File: src/rtl/fb_rect_writer_if.sv
// fb_rect_writer_if
// Bundles the signals of the rectangle-fill drawing engine into one interface.
//   Command side  : i_cmd_valid / o_cmd_ready handshake with the rectangle
//                   fields i_x0, i_y0, i_w, i_h, i_color and i_swap.
//   CRTC side     : i_screen_end, a one-cycle end-of-visible-screen pulse.
//   Write side    : o_waddr / o_wdata / o_we, the framebuffer write port, plus
//                   o_flush (buffer swap request).
//   Status        : o_busy, o_done.
// Modports: slave = the engine, master = whoever drives commands.
interface fb_rect_writer_if #(
    parameter int AW = 17,
    parameter int XW = 9,
    parameter int YW = 8,
    parameter int CW = 3
);
    logic          i_cmd_valid;
    logic          o_cmd_ready;
    logic [XW-1:0] i_x0;
    logic [YW-1:0] i_y0;
    logic [XW:0]   i_w;
    logic [YW:0]   i_h;
    logic [CW-1:0] i_color;
    logic          i_swap;
    logic          i_screen_end;
    logic [AW-1:0] o_waddr;
    logic [CW-1:0] o_wdata;
    logic          o_we;
    logic          o_flush;
    logic          o_busy;
    logic          o_done;

    modport slave (
        input  i_cmd_valid, i_x0, i_y0, i_w, i_h, i_color, i_swap, i_screen_end,
        output o_cmd_ready, o_waddr, o_wdata, o_we, o_flush, o_busy, o_done
    );

    modport master (
        output i_cmd_valid, i_x0, i_y0, i_w, i_h, i_color, i_swap, i_screen_end,
        input  o_cmd_ready, o_waddr, o_wdata, o_we, o_flush, o_busy, o_done
    );
endinterface

File: src/rtl/fb_rect_writer.sv
// fb_rect_writer
// Rectangle-fill engine feeding the write port of a double-buffered
// framebuffer controller. One command at a time is clipped to the screen and
// written row-major, one pixel per cycle, at address y*FB_W+x. An optional
// buffer swap is requested only after an end-of-screen pulse so flips never
// tear.
// Ports:
//   i_clk   : clock
//   i_reset : synchronous active-high reset
//   bus     : fb_rect_writer_if.slave (command, CRTC pulse, write port, status)
module fb_rect_writer #(
    parameter int FB_W = 320,
    parameter int FB_H = 240,
    parameter int AW   = 17,
    parameter int XW   = 9,
    parameter int YW   = 8,
    parameter int CW   = 3
) (
    input  logic            i_clk,
    input  logic            i_reset,
    fb_rect_writer_if.slave bus
);
    typedef enum logic [1:0] {IDLE, FILL, WAIT_VS, FLUSH} state_t;

    localparam logic [XW+1:0] FB_W_X = (XW+2)'(FB_W);
    localparam logic [YW+1:0] FB_H_Y = (YW+2)'(FB_H);

    state_t         state_q, state_d;
    logic [XW+1:0]  x_q, x_d;
    logic [XW+1:0]  x_last_q, x_last_d;
    logic [XW-1:0]  x_first_q, x_first_d;
    logic [YW+1:0]  rows_left_q, rows_left_d;
    logic [AW-1:0]  row_base_q, row_base_d;
    logic [CW-1:0]  color_q, color_d;
    logic           swap_q, swap_d;
    logic [AW-1:0]  waddr_q, waddr_d;
    logic [CW-1:0]  wdata_q, wdata_d;
    logic           we_q, we_d;
    logic           flush_q, flush_d;
    logic           done_q, done_d;

    // Clipping, evaluated on the accept cycle. Two extra bits keep x0+w and
    // y0+h from wrapping.
    logic [XW+1:0]  x_end, x_clip;
    logic [YW+1:0]  y_end, y_clip, ch;
    logic           empty_cmd;
    logic           accept;
    logic [AW-1:0]  y_base;

    assign x_end  = {2'b00, bus.i_x0} + {1'b0, bus.i_w};
    assign y_end  = {2'b00, bus.i_y0} + {1'b0, bus.i_h};
    assign x_clip = (x_end > FB_W_X) ? FB_W_X : x_end;
    assign y_clip = (y_end > FB_H_Y) ? FB_H_Y : y_end;
    assign ch     = y_clip - {2'b00, bus.i_y0};
    assign empty_cmd = ({2'b00, bus.i_x0} >= FB_W_X) || ({2'b00, bus.i_y0} >= FB_H_Y) ||
                       (bus.i_w == '0) || (bus.i_h == '0);
    // Constant multiply happens once per command, never in the pixel loop.
    assign y_base = AW'(bus.i_y0) * AW'(FB_W);

    assign bus.o_cmd_ready = (state_q == IDLE) && !i_reset;
    assign accept          = bus.i_cmd_valid && bus.o_cmd_ready;

    // Pixel-loop stepping: wrap to the left edge and add one row stride.
    logic           row_wrap;
    logic           last_pix;
    logic [XW+1:0]  x_step;
    logic [AW-1:0]  rb_step;

    assign row_wrap = (x_q == x_last_q);
    assign last_pix = row_wrap && (rows_left_q == (YW+2)'(1));
    assign x_step   = row_wrap ? {2'b00, x_first_q} : x_q + 1'b1;
    assign rb_step  = row_wrap ? row_base_q + AW'(FB_W) : row_base_q;

    always_comb begin
        state_d     = state_q;
        x_d         = x_q;
        x_last_d    = x_last_q;
        x_first_d   = x_first_q;
        rows_left_d = rows_left_q;
        row_base_d  = row_base_q;
        color_d     = color_q;
        swap_d      = swap_q;
        waddr_d     = '0;
        wdata_d     = '0;
        we_d        = 1'b0;
        flush_d     = 1'b0;
        done_d      = 1'b0;

        case (state_q)
            IDLE: begin
                if (accept) begin
                    x_first_d = bus.i_x0;
                    x_last_d  = x_clip - 1'b1;
                    color_d   = bus.i_color;
                    swap_d    = bus.i_swap;
                    if (!empty_cmd) begin
                        state_d     = FILL;
                        x_d         = {2'b00, bus.i_x0};
                        row_base_d  = y_base;
                        rows_left_d = ch;
                        we_d        = 1'b1;
                        waddr_d     = y_base + AW'(bus.i_x0);
                        wdata_d     = bus.i_color;
                    end else if (bus.i_swap) begin
                        state_d = WAIT_VS;
                    end else begin
                        done_d = 1'b1;
                    end
                end
            end
            FILL: begin
                if (last_pix) begin
                    if (swap_q) begin
                        state_d = WAIT_VS;
                    end else begin
                        state_d = IDLE;
                        done_d  = 1'b1;
                    end
                end else begin
                    x_d        = x_step;
                    row_base_d = rb_step;
                    if (row_wrap) begin
                        rows_left_d = rows_left_q - 1'b1;
                    end
                    we_d    = 1'b1;
                    waddr_d = rb_step + AW'(x_step);
                    wdata_d = color_q;
                end
            end
            WAIT_VS: begin
                // Only pulses seen while already waiting count.
                if (bus.i_screen_end) begin
                    state_d = FLUSH;
                    flush_d = 1'b1;
                end
            end
            FLUSH: begin
                // Returning to IDLE drops o_flush for a cycle, guaranteeing a
                // low gap before any following request.
                state_d = IDLE;
                done_d  = 1'b1;
            end
            default: state_d = IDLE;
        endcase
    end

    always_ff @(posedge i_clk) begin
        if (i_reset) begin
            state_q     <= IDLE;
            x_q         <= '0;
            x_last_q    <= '0;
            x_first_q   <= '0;
            rows_left_q <= '0;
            row_base_q  <= '0;
            color_q     <= '0;
            swap_q      <= 1'b0;
            waddr_q     <= '0;
            wdata_q     <= '0;
            we_q        <= 1'b0;
            flush_q     <= 1'b0;
            done_q      <= 1'b0;
        end else begin
            state_q     <= state_d;
            x_q         <= x_d;
            x_last_q    <= x_last_d;
            x_first_q   <= x_first_d;
            rows_left_q <= rows_left_d;
            row_base_q  <= row_base_d;
            color_q     <= color_d;
            swap_q      <= swap_d;
            waddr_q     <= waddr_d;
            wdata_q     <= wdata_d;
            we_q        <= we_d;
            flush_q     <= flush_d;
            done_q      <= done_d;
        end
    end

    assign bus.o_waddr = waddr_q;
    assign bus.o_wdata = wdata_q;
    assign bus.o_we    = we_q;
    assign bus.o_flush = flush_q;
    assign bus.o_done  = done_q;
    assign bus.o_busy  = (state_q != IDLE);
endmodule

File: src/flat_wrapper.sv
// flat-port wrapper written by rule: the top's interface ports become plain ports
module fb_rect_writer_flat 
#(
    parameter int FB_W = 320,
    parameter int FB_H = 240,
    parameter int AW   = 17,
    parameter int XW   = 9,
    parameter int YW   = 8,
    parameter int CW   = 3
)
  (i_clk, i_reset, bus_i_cmd_valid, bus_i_x0, bus_i_y0, bus_i_w, bus_i_h, bus_i_color, bus_i_swap, bus_i_screen_end, bus_o_cmd_ready, bus_o_waddr, bus_o_wdata, bus_o_we, bus_o_flush, bus_o_busy, bus_o_done);
  fb_rect_writer_if #(.AW(AW), .XW(XW), .YW(YW), .CW(CW)) bus_i ();
  input  logic i_clk;
  input  logic i_reset;
  input wire logic [$bits(bus_i.i_cmd_valid)-1:0] bus_i_cmd_valid;
  input wire logic [$bits(bus_i.i_x0)-1:0] bus_i_x0;
  input wire logic [$bits(bus_i.i_y0)-1:0] bus_i_y0;
  input wire logic [$bits(bus_i.i_w)-1:0] bus_i_w;
  input wire logic [$bits(bus_i.i_h)-1:0] bus_i_h;
  input wire logic [$bits(bus_i.i_color)-1:0] bus_i_color;
  input wire logic [$bits(bus_i.i_swap)-1:0] bus_i_swap;
  input wire logic [$bits(bus_i.i_screen_end)-1:0] bus_i_screen_end;
  output wire logic [$bits(bus_i.o_cmd_ready)-1:0] bus_o_cmd_ready;
  output wire logic [$bits(bus_i.o_waddr)-1:0] bus_o_waddr;
  output wire logic [$bits(bus_i.o_wdata)-1:0] bus_o_wdata;
  output wire logic [$bits(bus_i.o_we)-1:0] bus_o_we;
  output wire logic [$bits(bus_i.o_flush)-1:0] bus_o_flush;
  output wire logic [$bits(bus_i.o_busy)-1:0] bus_o_busy;
  output wire logic [$bits(bus_i.o_done)-1:0] bus_o_done;
  assign bus_i.i_cmd_valid = bus_i_cmd_valid;
  assign bus_i.i_x0 = bus_i_x0;
  assign bus_i.i_y0 = bus_i_y0;
  assign bus_i.i_w = bus_i_w;
  assign bus_i.i_h = bus_i_h;
  assign bus_i.i_color = bus_i_color;
  assign bus_i.i_swap = bus_i_swap;
  assign bus_i.i_screen_end = bus_i_screen_end;
  assign bus_o_cmd_ready = bus_i.o_cmd_ready;
  assign bus_o_waddr = bus_i.o_waddr;
  assign bus_o_wdata = bus_i.o_wdata;
  assign bus_o_we = bus_i.o_we;
  assign bus_o_flush = bus_i.o_flush;
  assign bus_o_busy = bus_i.o_busy;
  assign bus_o_done = bus_i.o_done;
  fb_rect_writer #(.FB_W(FB_W), .FB_H(FB_H), .AW(AW), .XW(XW), .YW(YW), .CW(CW)) u_core (.i_clk(i_clk), .i_reset(i_reset), .bus(bus_i));
endmodule
File: config.mk
export PLATFORM = sky130hd
export DESIGN_NAME = fb_rect_writer_flat
export DESIGN_NICKNAME = d
export VERILOG_FILES = /design/src/rtl/fb_rect_writer_if.sv /design/src/rtl/fb_rect_writer.sv /design/src/flat_wrapper.sv
export SDC_FILE = /design/constraint.sdc
export NUM_CORES = 1
export LEC_CHECK = 0
export ABC_AREA = 0
export CORE_MARGIN = 5
export CORE_UTILIZATION = 50
export CTS_BUF_LIST = sky130_fd_sc_hd__clkbuf_2
export DETAILED_ROUTE_END_ITERATION = 10
export PLACE_DENSITY = 0.84
export SETUP_SLACK_MARGIN = 0.02
export SLEW_MARGIN = 5
export SYNTH_ARGS = -nofsm -noshare
export SYNTH_HDL_FRONTEND = slang
export SYNTH_SLANG_ARGS = --single-unit
export TNS_END_PERCENT = 5
File: constraint.sdc
create_clock -name i_clk -period 6.3 [get_ports i_clk]
set_input_delay 1.575 -clock i_clk [delete_from_list [all_inputs] [get_ports i_clk]]
set_output_delay 1.575 -clock i_clk [all_outputs]
set_load 0.02 [all_outputs]
* Word level (Yosys, flattened, before mapping)
Cells that the tools add are included.
** Storage, ports and cells
- Flip-flop bits (word level) :: 87
- Bits in latches :: 0
- Memory bits (writable) :: 0
- Bits in read-only memories :: 0
- Bits of input ports :: 44
- Output and inout bits :: 25
- Logic and storage cells :: 100
- Memories kept :: 0
** Cells by class
- Add/subtract/negate cells :: 9
- Multiply operators :: 1
- Divide/modulo/power cells :: 0
- Order comparisons :: 4
- Eq/ne operators :: 12
- Shift operators :: 0
- Muxes and demuxes :: 43
- Bitwise operators :: 1
- Reductions and logical operators :: 17
** Operator list (number)
- $mux W17 :: 7
- $pmux W17 S2 :: 2
- $mux W11 :: 5
- $mux W10 :: 5
- $pmux W11 S2 :: 1
- $pmux W10 S2 :: 1
- $add A17 B11 Y17 :: 1
- $add A17 B9 Y17 :: 1
- $add A17 B9 Y17 const B :: 1
- $mux W2 :: 6
- $add A11 B1 Y11 const B :: 1
- $add A9 B10 Y11 :: 1
- $eq A11 B11 Y1 :: 1
- $gt A11 B9 Y1 const B :: 1
- $mul A8 B3 Y11 const B :: 1
- $sub A11 B1 Y11 const B :: 1
- $add A8 B9 Y10 :: 1
- $eq A10 B1 Y1 const B :: 1
- $gt A10 B8 Y1 const B :: 1
- $logic_not A10 Y1 :: 1
- $sub A10 B1 Y10 const B :: 1
- $sub A10 B8 Y10 :: 1
- $ge A9 B9 Y1 const B :: 1
- $logic_not A9 Y1 :: 1
- 22 further kinds :: 43

* Longest topological paths before layout
Gate-level depths: netlist of run 1.
- Depth in word-level cells :: 7
- Mapped depth :: 20
- Depth with buffers taken out :: 20

* Worst setup path after synthesis of run 1
OpenSTA, ideal clock, no wires.
- Path kind :: in2reg
- Start point :: in bus_i_h[0]
- End point :: reg u_core.rows_left_q[7]
- Library setup time :: 0.127 ns
- Data arrival time :: 4.861 ns
- Required time :: 6.173 ns
- Setup slack :: 1.312 ns
- Stages on the path :: 18
- Buffers on the path :: 0
- Path through :: ha_1 inv_1 fa_1 nand2b_1 a21oi_1 xor2_1 o21ai_0 or3_1 o21a_1 nand2b_1 inv_1 ha_1 a21o_1 a21oi_1 o21ai_0 o211ai_1 a2111oi_0 or3_1
** On the way
- Word-level cells in the longest chain between the ends :: 7
- Elaborated cells on any way between the ends :: 11
- Those cells by class :: add/sub: 2; order compare: 1; eq/ne: 1; mux: 4; reduce/logical: 3
** Ends and longest elaborated chain
- from (decl) :: RTL line flat_wrapper.sv:19 : input wire logic [$bits(bus_i.i_h)-1:0] bus_i_h;
- $add A8 B9 Y10 :: RTL line fb_rect_writer.sv:51 : assign y_end = {2'b00, bus.i_y0} + {1'b0, bus.i_h};
- $gt A10 B8 Y1 :: RTL line fb_rect_writer.sv:53 : assign y_clip = (y_end > FB_H_Y) ? FB_H_Y : y_end;
- $mux W10 :: RTL line fb_rect_writer.sv:53
- $sub A10 B8 Y10 :: RTL line fb_rect_writer.sv:54 : assign ch = y_clip - {2'b00, bus.i_y0};
- $mux W10 :: RTL line fb_rect_writer.sv:96 : if (!empty_cmd) begin
- $mux W10 :: RTL line fb_rect_writer.sv:91 : if (accept) begin
- $pmux W10 S2 :: RTL line fb_rect_writer.sv:89 : case (state_q)
- to (signal assigned) :: RTL line fb_rect_writer.sv:167 : rows_left_q <= rows_left_d;
- to (decl) :: RTL line fb_rect_writer.sv:32 : logic [YW+1:0] rows_left_q, rows_left_d;
Parallel ways exist; a longest one is shown, timed or not. The select of a mux whose other input is x is not followed.
A chain may end at the register's enable or synchronous reset.

* Worst setup path after layout of run 1
- Start point :: in bus_i_y0[0]
- End point :: reg u_core.rows_left_q[8]
** On the way
- Word-level cells in the longest chain between the ends :: 7
- Elaborated cells on any way between the ends :: 13
- Those cells by class :: add/sub: 2; order compare: 2; eq/ne: 1; mux: 4; reduce/logical: 4
** Ends and longest elaborated chain
- from (decl) :: RTL line flat_wrapper.sv:17 : input wire logic [$bits(bus_i.i_y0)-1:0] bus_i_y0;
- $add A8 B9 Y10 :: RTL line fb_rect_writer.sv:51
- $gt A10 B8 Y1 :: RTL line fb_rect_writer.sv:53
- $mux W10 :: RTL line fb_rect_writer.sv:53
- $sub A10 B8 Y10 :: RTL line fb_rect_writer.sv:54
- $mux W10 :: RTL line fb_rect_writer.sv:96
- $mux W10 :: RTL line fb_rect_writer.sv:91
- $pmux W10 S2 :: RTL line fb_rect_writer.sv:89
Parallel ways exist; a longest one is shown, timed or not. The select of a mux whose other input is x is not followed.

==> metrics.md, run 1 <==
| Metric | Value |
|---|---|
| Port bufs | 68 |
| N_diodes | 0 |
| Setup tns final | 0 ns |
| Non-filler instance count after layout | about 1000 |
| Final setup skew | 0.0474 ns |
| Avg Vias per Cell | 5.91 |
| Worst hold path depth | 2 |
| Max-slew violations | 0 |
| PwrDens | between 200 and 250 mW/mm^2 |
| Sequential share of the synthesized area | 26.6% |
| Cts repair resizes | 0 |
| Top_reg_cell synth | dfxtp_1 |
| Count leader, synth | nor2_1 |
| First-pass GRT wire length | 26000 um |
| Post-synthesis average cell area | 7.67 sq um |
| WL/cell | 15.7 um |
| Status | complete, no violations |
| Final Hold Vio Count | 0 |
| Post-synth EDFFs | 0 |
| VDD IR-drop max | 106 uV |
| Row count | 40 |
| Core area | roughly 0.012 sq mm |
| Worst Tran Pin Value | 1.05 ns |
| Final Util | 58.3% |
| Setup violators final | 0 |
| Fin crit period | between 5 and 6 ns |
| Relative slew slack | 29.3% |
| P_leak | 2.84 nW |
| CTS Buffer Depth | 2 |
| Worst-path cell chain | clkdlybuf4s50_1 -> ha_1 -> inv_1 -> fa_1 -> nand2b_1 -> a21oi_1 -> xor2_1 -> o21ai_0 -> or3_1 -> o21a_1 -> nor2b_1 -> ha_1 -> nor2b_1 -> o21ai_0 -> a21boi_0 -> o21ai_0 -> a21boi_0 -> o21ai_0 -> a22o_1 -> nand2_1 -> a21oi_1 |
| Boundary pin count | 69 |
| Number of remaining DRC errors | 0 |
| Gr ovfl total | 0 |
| Setup crit start kind | input pin |
| Antenna violations before repair | 0 |
| Vias in the first global route | 5561 |
| H-tree Lvls | 3 |
| Hold_buf cts | 0 |
| Kind of critical path | in2reg |
| CTS tree | yes |
| Cell mode on critical path | o21ai_0 |
| Cells after synthesis | 795 |
| Slowest CP cell | clkdlybuf4s50_1 |
| Data arrival, critical path | roughly 6 ns |
| Reg2Reg Depth | 14 |
| Hpwl dp | about 12000 um |
| Cell area after synthesis | 0.00610 sq mm |
| Final WL | 15700 um |
| Hold Crit Class | reg2reg |
| Final period util | a little under nine tenths |
| Clock buffer count from CTS | 9 |
| Total GRT Usage | a little over a fifth |
| Area Overhead vs Synth | 14.4% |
| Die width | 120 um |
| Worst EP required | roughly 7 ns |
| Nets | roughly 950 |
| Yosys top cell area share | 26.6% |
| Syn nets | approximately 900 |
| Post-CTS Repair Setup Buffers | 0 |
| Fmax | between 0.15 and 0.2 GHz |
| Crit-path max FO | 6 |
| Gpl congestion | 0.897 |
| Largest net degree at the start of global routing | 54 |
| Clock sink total | 81 |
| Synth async-reset ratio | 0% |
| Clk slew on worst S/H paths | around 0.23 ns |
| Commonest cells in the netlist | nor2_1, nand2_1, dfxtp_1 |
| Initial Util | 51.0% |
| Die Ht | about 120 um |
| Final total power | 1.61 mW |
| Share of layout cells above drive strength 1 | under 10% |
| Pre-antenna DRT Iters | 6 |
| Setup crit end kind | register |
| Worst slack at placement | between 0.2 and 0.3 ns |
| Clk root buf | clkbuf_2 |
| Largest area contributor in the netlist | dfxtp_1 |
| Fill cell count | 1061 |
| # placed instances | 983 |
| Top cells by area, synth | dfxtp_1, ha_1, xor2_1 |
| DRT iter0 DRCs | ~430 |
| Die area | 0.0145 sq mm |
| Routed vias | approximately 6k |
| CP delay by family, top | compound AO/OA/AOI/OAI gates |
| RSZ-0062 raised after global routing | false |
| Buf/Inv on CP | 2 |
| Post-synth cell types | 63 |
| Number of max-cap violations | 0 |
| Max incr delay on CP | 0.58 ns |
| ANT nets after route | 0 |
| Worst setup margin | 0.881 ns |
| Yosys reg bits | 81 |
| Clk Latency, worst-skew pair | 0.60 ns |
| Stages on the worst setup path | 21 |
| Yosys warning count | 0 |
[path summary, 6_finish.rpt]
kind	startpoint	end	slack (ns)
setup / recovery	bus_i_y0[0]	u_core.rows_left_q[8]	0.88
setup reg to reg	u_core.x_q[1]	u_core.bus.o_waddr[15]	2.34
hold / removal	u_core.color_q[0]	u_core.color_q[0]	0.47
hold reg to reg	u_core.color_q[0]	u_core.color_q[0]	0.47
[sequential cells by signal, summed over array words and instances (netlist names)]
name,flops
u_core.swap_q,1
u_core.bus.o_flush,1
u_core.color_q,3
u_core.x_q,11
u_core.state_q,2
u_core.x_first_q,9
u_core.row_base_q,11
u_core.bus.o_we,1
u_core.bus.o_done,1
u_core.rows_left_q,10
u_core.x_last_q,11
u_core.bus.o_wdata,3
u_core.bus.o_waddr,17
[placed cells by master (no fill, tap or decap), types with 5 or more instances in the layout]
master,netlist,routed
a211oi_1,15,15
a21boi_0,6,6
a21o_1,14,14
a21oi_1,73,73
a22oi_1,9,9
a32oi_1,7,7
and3_1,10,10
buf_4,0,9
clkbuf_2,0,10
clkdlybuf4s50_1,0,67
dfxtp_1,81,81
fa_1,5,5
ha_1,50,50
inv_1,33,33
nand2_1,83,83
nand2b_1,11,11
nand3_1,26,26
nor2_1,89,89
nor2b_1,8,8
nor3_1,23,23
nor4_1,13,13
o21ai_0,40,40
o22ai_1,6,6
or3_1,8,8
xnor2_1,26,26
xor2_1,42,42
[per-stage QoR]
step | hold WS [ns] | instance area, sq um
2_1_floorplan | 0.434 | 6100
3_3_place_gp | 0.441 | 6890
3_5_place_dp | 0.450 | 6890
4_1_cts | 0.474 | 6980
5_1_grt | 0.491 | 6980
6_report | 0.474 | 6980
[report_power, final]
part | leakage, nW | internal [mW] | switching (mW) | total (mW)
Clock | 0.0583 | 0.0539 | 0.194 | 0.248
Combinational | 2.12 | 0.299 | 0.430 | 0.730
Sequential | 0.661 | 0.573 | 0.0615 | 0.634
[kinds of logic (layout without fill, tap and decap cells)]
group,Yosys count,after routing,share of synthesized area [%]
DFF,81,81,26.6
buffers and inverters,69,126,4.33
AOI/OAI and AO/OA,218,218,23.4
xor gates and xnor gates,68,68,9.76
and+or+nand+nor,299,299,23.2
muxes,5,5,0.882
adders and majority gates,55,55,11.9
[worst min-delay path: cells and delay by family (launching register included)]
kind / cells / cell delay (ns)
flip-flops: 1 / 0.36
AND/OR/NAND/NOR: 1 / 0.05
AO/OA/AOI/OAI: 1 / 0.05
[cell type report]
class	count	area (sq um)	area share (%)
timing repair buffer	77	743	10.6
sequential	81	1620	23.2
tap	147	184	2.64
clock inverter	6	42.5	0.610
inverter	33	124	1.77
clock buffer	10	50.0	0.717
multi-input combinational	645	4210	60.4
[layer usage]
layer  up-vias  share of wire (%)  global-route usage (%)
met5         -                  0                       0
met4         0                2.3                    7.93
met3        21                6.3                    4.26
met2       182                 46                    34.6
met1      2760                 45                    28.9
li1       2939                  -                       -
(Power assumes the default switching activity.)
==> run 2: changes to the inputs <==
- ABC_AREA: 0 -> 1
==> run 2 against run 1 <==
Net effect:
- area after synthesis is 6.1% higher
- hold slack better by 0.0066 ns
- cell area is 6.0% higher
- combinational power is 75% higher
- flip-flop and latch count stayed put
- critical endpoint unchanged
- via count is 13% higher
- register-to-register slack better by 0.25 ns
- die area is 5.6% higher
- cell count is 26% higher
- synthesized cell count is 29% higher
==> metrics.md, run 2 <==
| Metric | Value |
|---|---|
| Status | complete, no violations |
| CTS Buffer Depth | 2 (unchanged) |
| Worst slack at placement | 0.732 ns (+0.442 ns) |
| Worst Tran Pin Value | 0.953 ns (-0.0981 ns) |
| Routed vias | 6654 (+13%) |
| DRT iter0 DRCs | 476 (+11%) |
| Final Instance Area | 0.00740 sq mm (+6.0%) |
| Yosys reg bits | 81 (unchanged) |
| Synth async-reset ratio | 0% (unchanged) |
| Sequential share of the synthesized area | 25.1% (-1.5 points) |
| Top cells by area, synth | dfxtp_1, nand2_1, ha_1 |
| Cells after synthesis | 1023 (+29%) |
| Int Power | 1.19 mW (+29%) |
| Nets | 1178 (+25%) |
| Post-CTS Repair Setup Buffers | 0 (unchanged) |
| CTS tree | yes |
| Crit-path max FO | 6 (unchanged) |
| Fmax | 0.198 GHz (+7.5%) |
| ANT nets after route | 0 (unchanged) |
| Worst EP required | 6.78 ns (-0.06 ns) |
| Worst setup margin | 1.26 ns (+0.377 ns) |
| Hold_buf cts | 0 (unchanged) |
| Gpl congestion | 0.914 (+1.9%) |
| Relative slew slack | 36.4% (+7.1 points) |
| Die area | 0.0153 sq mm (+5.6%) |
| Top_reg_cell synth | dfxtp_1 |
| Antenna violations before repair | 0 (unchanged) |
| P_sw | 1.15 mW (+68%) |
| First-pass GRT wire length | 27600 um (+6.0%) |
| Port bufs | 68 (unchanged) |
| Post-synth cell types | 44 (-30%) |
| Comb pwr share | 54.5% (+9.2 points) |
| Gr ovfl total | 0 (unchanged) |
| Setup violators final | 0 (unchanged) |
| Largest net degree at the start of global routing | 41 (-24%) |
| Largest area contributor in the netlist | dfxtp_1 |
| Switching share of power | 49.2% (+6.6 points) |
| Reg2Reg Depth | 18 (+4) |
| Commonest cells in the netlist | nand2_1, inv_1, a21oi_1 |
| WL/cell | 13.0 um (-17%) |
| Final total power | 2.34 mW (+45%) |
| Post-synth EDFFs | 0 (unchanged) |
| Share of layout cells above drive strength 1 | 4.15% (-1.5 points) |
| Hpwl dp | 12500 um (+6.2%) |
| WHS | 0.481 ns (+0.00662 ns) |
| Clock buffer count from CTS | 9 (unchanged) |
| Yosys top cell area share | 25.1% (-1.5 points) |
| Final Util | 58.4% (about the same) |
| Setup crit end kind | register |
| Die width | 124 um (+2.8%) |
| Hold Crit Class | reg2reg |
| Flop pwr share | 32.5% (-6.8 points) |
| Avg Vias per Cell | 5.29 (-10%) |
| Total GRT Usage | 22.0% (+0.38 points) |
| Clk Latency, worst-skew pair | 0.58 ns (-0.02 ns) |
| Max reg flops | 17 (unchanged) |
| Final period util | 80.0% (-6.0 points) |
| Setup tns final | 0 ns (unchanged) |
| VDD IR-drop max | 194 uV (+84%) |
| Clk slew on worst S/H paths | 0.22 ns (about the same) |
| Final WL | 16300 um (+4.1%) |
| Yosys warning count | 0 (unchanged) |
| Clock sink total | 81 (unchanged) |
| Final setup skew | 0.0487 ns (+0.00137 ns) |
| Vias in the first global route | 6078 (+9.3%) |
| Pre-antenna DRT Iters | 5 (-1) |
| RSZ-0062 raised after global routing | false |
| Most frequent cells in the layout | nand2_1, inv_1, a21oi_1 |
| Initial Util | 51.1% (+0.078 points) |
| Core area | 0.0127 sq mm (+5.9%) |
| Die Ht | 124 um (+2.8%) |
| Non-filler instance count after layout | 1257 (+26%) |
| Area Overhead vs Synth | 14.3% (about the same) |
| Cts repair resizes | 0 (unchanged) |
| Clk network pwr share | 13.0% (-2.4 points) |
| Kind of critical path | in2reg |
| Commonest non-fill, non-tap cell in the layout | nand2_1 |
| Cell area after synthesis | 0.00647 sq mm (+6.1%) |
| Syn nets | 1122 (+26%) |
| Setup crit start kind | input pin |
| P_leak | 3.48 nW (+22%) |
| Number of remaining DRC errors | 0 (unchanged) |
| Max-slew violations | 0 (unchanged) |
| Count leader, synth | nand2_1 |
| Area post-placement | 0.00727 sq mm (+5.5%) |
| Boundary pin count | 69 (unchanged) |
| PwrDens | 316 mW/mm^2 (+37%) |
| H-tree Lvls | 3 (unchanged) |
| Final Hold Vio Count | 0 (unchanged) |
| Clk root buf | clkbuf_2 |
| # placed instances | 1240 (+26%) |
| Worst hold path depth | 2 (unchanged) |
| Data arrival, critical path | 5.52 ns (-0.44 ns) |
| Post-synthesis average cell area | 6.33 sq um (-18%) |
| Fin crit period | 5.04 ns (-0.377 ns) |
| Row count | 41 (+2.5%) |
| Number of max-cap violations | 0 (unchanged) |
## run 2: cell types whose count changed in the layout (fill, tap and decap cells not counted), moves of 14 or more
cell     change
nand3_1     +47
o21ai_0     +30
xor2_1      -14
nand2_1    +171
inv_1      +105
xnor2_1     -14
a21oi_1     +32
a21o_1      -14
## run 2: kinds of logic after synthesis
kind of cell,share of synthesized area (%)
adders and majority gates,11.2
AOI/OAI and AO/OA,16.9
xor gates and xnor gates,5.41
buffers and inverters,10.6
DFF,25.1
and+or+nand+nor,30.9
## run 2: path summary, 6_finish.rpt
kind	from	to	slack, ns
max	bus_i_y0[0]	u_core.rows_left_q[8]	1.26
min	u_core.x_first_q[8]	u_core.x_first_q[8]	0.48
max reg2reg	u_core.x_q[0]	u_core.bus.o_waddr[14]	2.59
min reg2reg	u_core.x_first_q[8]	u_core.x_first_q[8]	0.48
## run 2: cell type report
type / count / area [sq um]
clock inverters: 7 / 82.6
flip-flops and latches: 81 / 1620
repair buffers: 71 / 703
multi-input cells: 768 / 4170
inverters: 148 / 561
clock buffers: 9 / 45.0
diodes: 1 / 2.50
fillers: 1215 / 5270
well taps: 172 / 215
## run 2: power groups by stage
stage               registers (mW)  clock network (mW)  logic, mW
floorplan                    0.762                   0      0.954
global route                 0.779               0.328       1.45
detailed placement           0.769                   0       1.25
global placement             0.766                   0       1.23
CTS                          0.758               0.307       1.26
finish                       0.762               0.303       1.28
## run 2: critical path: stages
cell	delay [ns]
clkdlybuf4s50_1	0.59
ha_1	0.22
inv_1	0.06
fa_1	0.38
inv_1	0.09
nand2_1	0.05
nand2_1	0.12
nand4_1	0.12
nand3_1	0.11
nand2_1	0.07
nor2_2	0.19
nand2_1	0.15
nor2_1	0.15
inv_1	0.08
fa_1	0.43
o21ai_0	0.31
a21oi_1	0.11
o21bai_1	0.18
nand2_1	0.10
a21oi_1	0.13
nor3_1	0.06
nor3_1	0.18
nor2_1	0.06
## run 2: metal layers
layer | global-route usage (%) | wire [um] | share of wire [%]
met5 | 0 | 0 | 0
met4 | 6.02 | 296 | 1.8
met3 | 3.32 | 961 | 5.9
met2 | 35.4 | 7290 | 45
met1 | 30.7 | 7750 | 48
==> run 3: changes to the inputs <==
- clock period: 6.3 -> 4.8 ns (I/O delays scaled with it)
==> run 3 against run 2 <==
Net effect:
- global-route usage up 0.54 points
- cell count increased by 1.2%
- cell area grew 1.9%
- sequential share of layout area fell by 0.41 points
- largest cell class unchanged
- critical endpoint unchanged
==> metrics.md, run 3 (synthesis results as in run 2) <==
| Metric | Value |
|---|---|
| Number of remaining DRC errors | 0 (unchanged) |
| Clock buffer count from CTS | 9 (unchanged) |
| Cts repair resizes | 0 (unchanged) |
| Status | complete, no violations |
| Clk Latency, worst-skew pair | 0.57 ns (about the same) |
| Setup violators final | 0 (unchanged) |
| H-tree Lvls | 3 (unchanged) |
| Clk root buf | clkbuf_2 |
| First-pass GRT wire length | 28300 um (+2.5%) |
| P_leak | 3.57 nW (+2.7%) |
| Antenna violations before repair | 0 (unchanged) |
| Area post-placement | 0.00739 sq mm (+1.7%) |
| Share of layout cells above drive strength 1 | 5.55% (+1.4 points) |
| VDD IR-drop max | 274 uV (+41%) |
| Crit-path max FO | 4 (-2) |
| Hpwl dp | 13000 um (+4.1%) |
| Multi-input gate area | 0.00417 sq mm (unchanged) |
| Number of max-cap violations | 0 (unchanged) |
| Avg Vias per Cell | 5.35 (+1.0%) |
| Clock sink total | 81 (unchanged) |
| Gr ovfl total | 0 (unchanged) |
| Final Instance Area | 0.00754 sq mm (+1.9%) |
| Core area | 0.0127 sq mm (unchanged) |
| Setup crit start kind | input pin |
| Non-filler instance count after layout | 1272 (+1.2%) |
| Vias in the first global route | 6231 (+2.5%) |
| # placed instances | 1256 (+1.3%) |
| Kind of critical path | in2reg |
| Pre-antenna DRT Iters | 5 (unchanged) |
| Final total power | 3.17 mW (+35%) |
| Boundary pin count | 69 (unchanged) |
| Largest net degree at the start of global routing | 41 (unchanged) |
| Data arrival, critical path | 4.78 ns (-0.74 ns) |
| Port bufs | 68 (unchanged) |
| Clk slew on worst S/H paths | 0.25 ns (+0.03 ns) |
| Gpl congestion | 0.931 (+1.9%) |
| PwrDens | 420 mW/mm^2 (+33%) |
| Nets | 1194 (+1.4%) |
| Total GRT Usage | 22.5% (+0.54 points) |
| Final setup skew | 0.0303 ns (-0.0184 ns) |
| Fmax | 0.233 GHz |
| Most frequent cells in the layout | nand2_1, inv_1, a21oi_1 |
| CTS Buffer Depth | 2 (unchanged) |
| Final WL | 16800 um (+2.9%) |
| Max-slew violations | 0 (unchanged) |
| Initial Util | 51.1% (unchanged) |
| Hold Crit Class | reg2reg |
| Setup crit end kind | register |
| ANT nets after route | 0 (unchanged) |
| Fill cell count | 1179 (-3.0%) |
| WL/cell | 13.2 um (+1.7%) |
| RSZ-0062 raised after global routing | false |
| Commonest non-fill, non-tap cell in the layout | nand2_1 |
| Area Overhead vs Synth | 16.5% |
| Relative slew slack | 32.5% (-3.9 points) |
| Die width | 124 um (unchanged) |
| Flip-flop and latch area | 0.00162 sq mm (unchanged) |
| Die area | 0.0153 sq mm (unchanged) |
| CTS tree | yes |
| Fin crit period | 4.29 ns |
| Final Hold Vio Count | 0 (unchanged) |
| N_diodes | 0 (-1) |
| Row count | 41 (unchanged) |
| Post-CTS Repair Setup Buffers | 0 (unchanged) |
| Routed vias | 6801 (+2.2%) |
| Worst EP required | 5.28 ns (-1.50 ns) |
| Worst Tran Pin Value | 1.01 ns (+0.0583 ns) |
| Die Ht | 124 um (unchanged) |
| Max reg flops | 17 (unchanged) |
| Final period util | slightly below 90% |
| Hold_buf cts | 0 (unchanged) |
| DRT iter0 DRCs | 506 (+6.3%) |
==> run 3: cell count changes in the layout (fill, tap and decap cells not counted) <==
cell and delta:
diode_2 -1, inv_6 +1, bufinv_16 +1, buf_4 +16, clkinvlp_4 -2
==> run 3: worst paths after layout <==
check | startpoint | slack, ns | cells past startpoint | end
setup reg to reg | u_core.x_q[2] | 1.28 | 17 | u_core.bus.o_waddr[14]
hold / removal | u_core.color_q[2] | 0.48 | 2 | u_core.color_q[2]
setup / recovery | bus_i_y0[0] | 0.51 | 25 | u_core.rows_left_q[8]
hold reg to reg | u_core.color_q[2] | 0.48 | 2 | u_core.color_q[2]
==> run 3: per-stage QoR <==
stage / setup slack (ns) / TNS [ns] / hold slack (ns) / utilization [%]
5_1_grt: 0.220 / 0 / 0.506 / 59.5
3_3_place_gp: 0.0747 / 0 / 0.449 / 58.3
2_1_floorplan: 0.581 / 0 / 0.440 / -
3_5_place_dp: -0.0594 / -0.0594 / 0.455 / 58.3
4_1_cts: 0.565 / 0 / 0.485 / 59.5
6_report: 0.508 / 0 / 0.483 / 59.5
==> run 3: critical path, stage by stage <==
cell             delay, ns
clkdlybuf4s50_1       0.50
ha_1                  0.18
inv_1                 0.05
fa_1                  0.37
inv_1                 0.08
nand2_1               0.05
nand2_1               0.12
nand3_1               0.11
nand2_1               0.07
nand2_1               0.04
nand2_1               0.07
nor2_1                0.05
nand2_1               0.07
nand2_1               0.10
nor2_1                0.15
inv_1                 0.08
fa_1                  0.42
o21ai_0               0.26
a21oi_1               0.10
o21bai_1              0.19
nand2_1               0.10
a21oi_1               0.14
nor3_1                0.06
nor3_1                0.18
nor2_1                0.06
==> run 3: final cells by class <==
cell class / instances / share of cell area, %
Timing Repair Buffer: 87 / 10.9
Tap cell: 172 / 2.85
Clock buffer: 9 / 0.598
Clock inverter: 7 / 1.41
Inverter: 148 / 7.44
Sequential cell: 81 / 21.5
Multi-Input combinational cell: 768 / 55.3
==> run 3: layer usage <==
metal  global-route usage (%)  share of wire, %  vias up
met1                     30.8                46     3084
met4                     5.95               1.8        0
met2                     36.3                46      211
met5                        0                 0        -
li1                         -                 -     3479
met3                     4.54               6.8       27
==> run 3: power breakdown <==
part	total, mW	switching [mW]	internal (mW)
sequential	1.00	0.155	0.846
clock	0.457	0.273	0.184
combinational	1.71	1.10	0.611
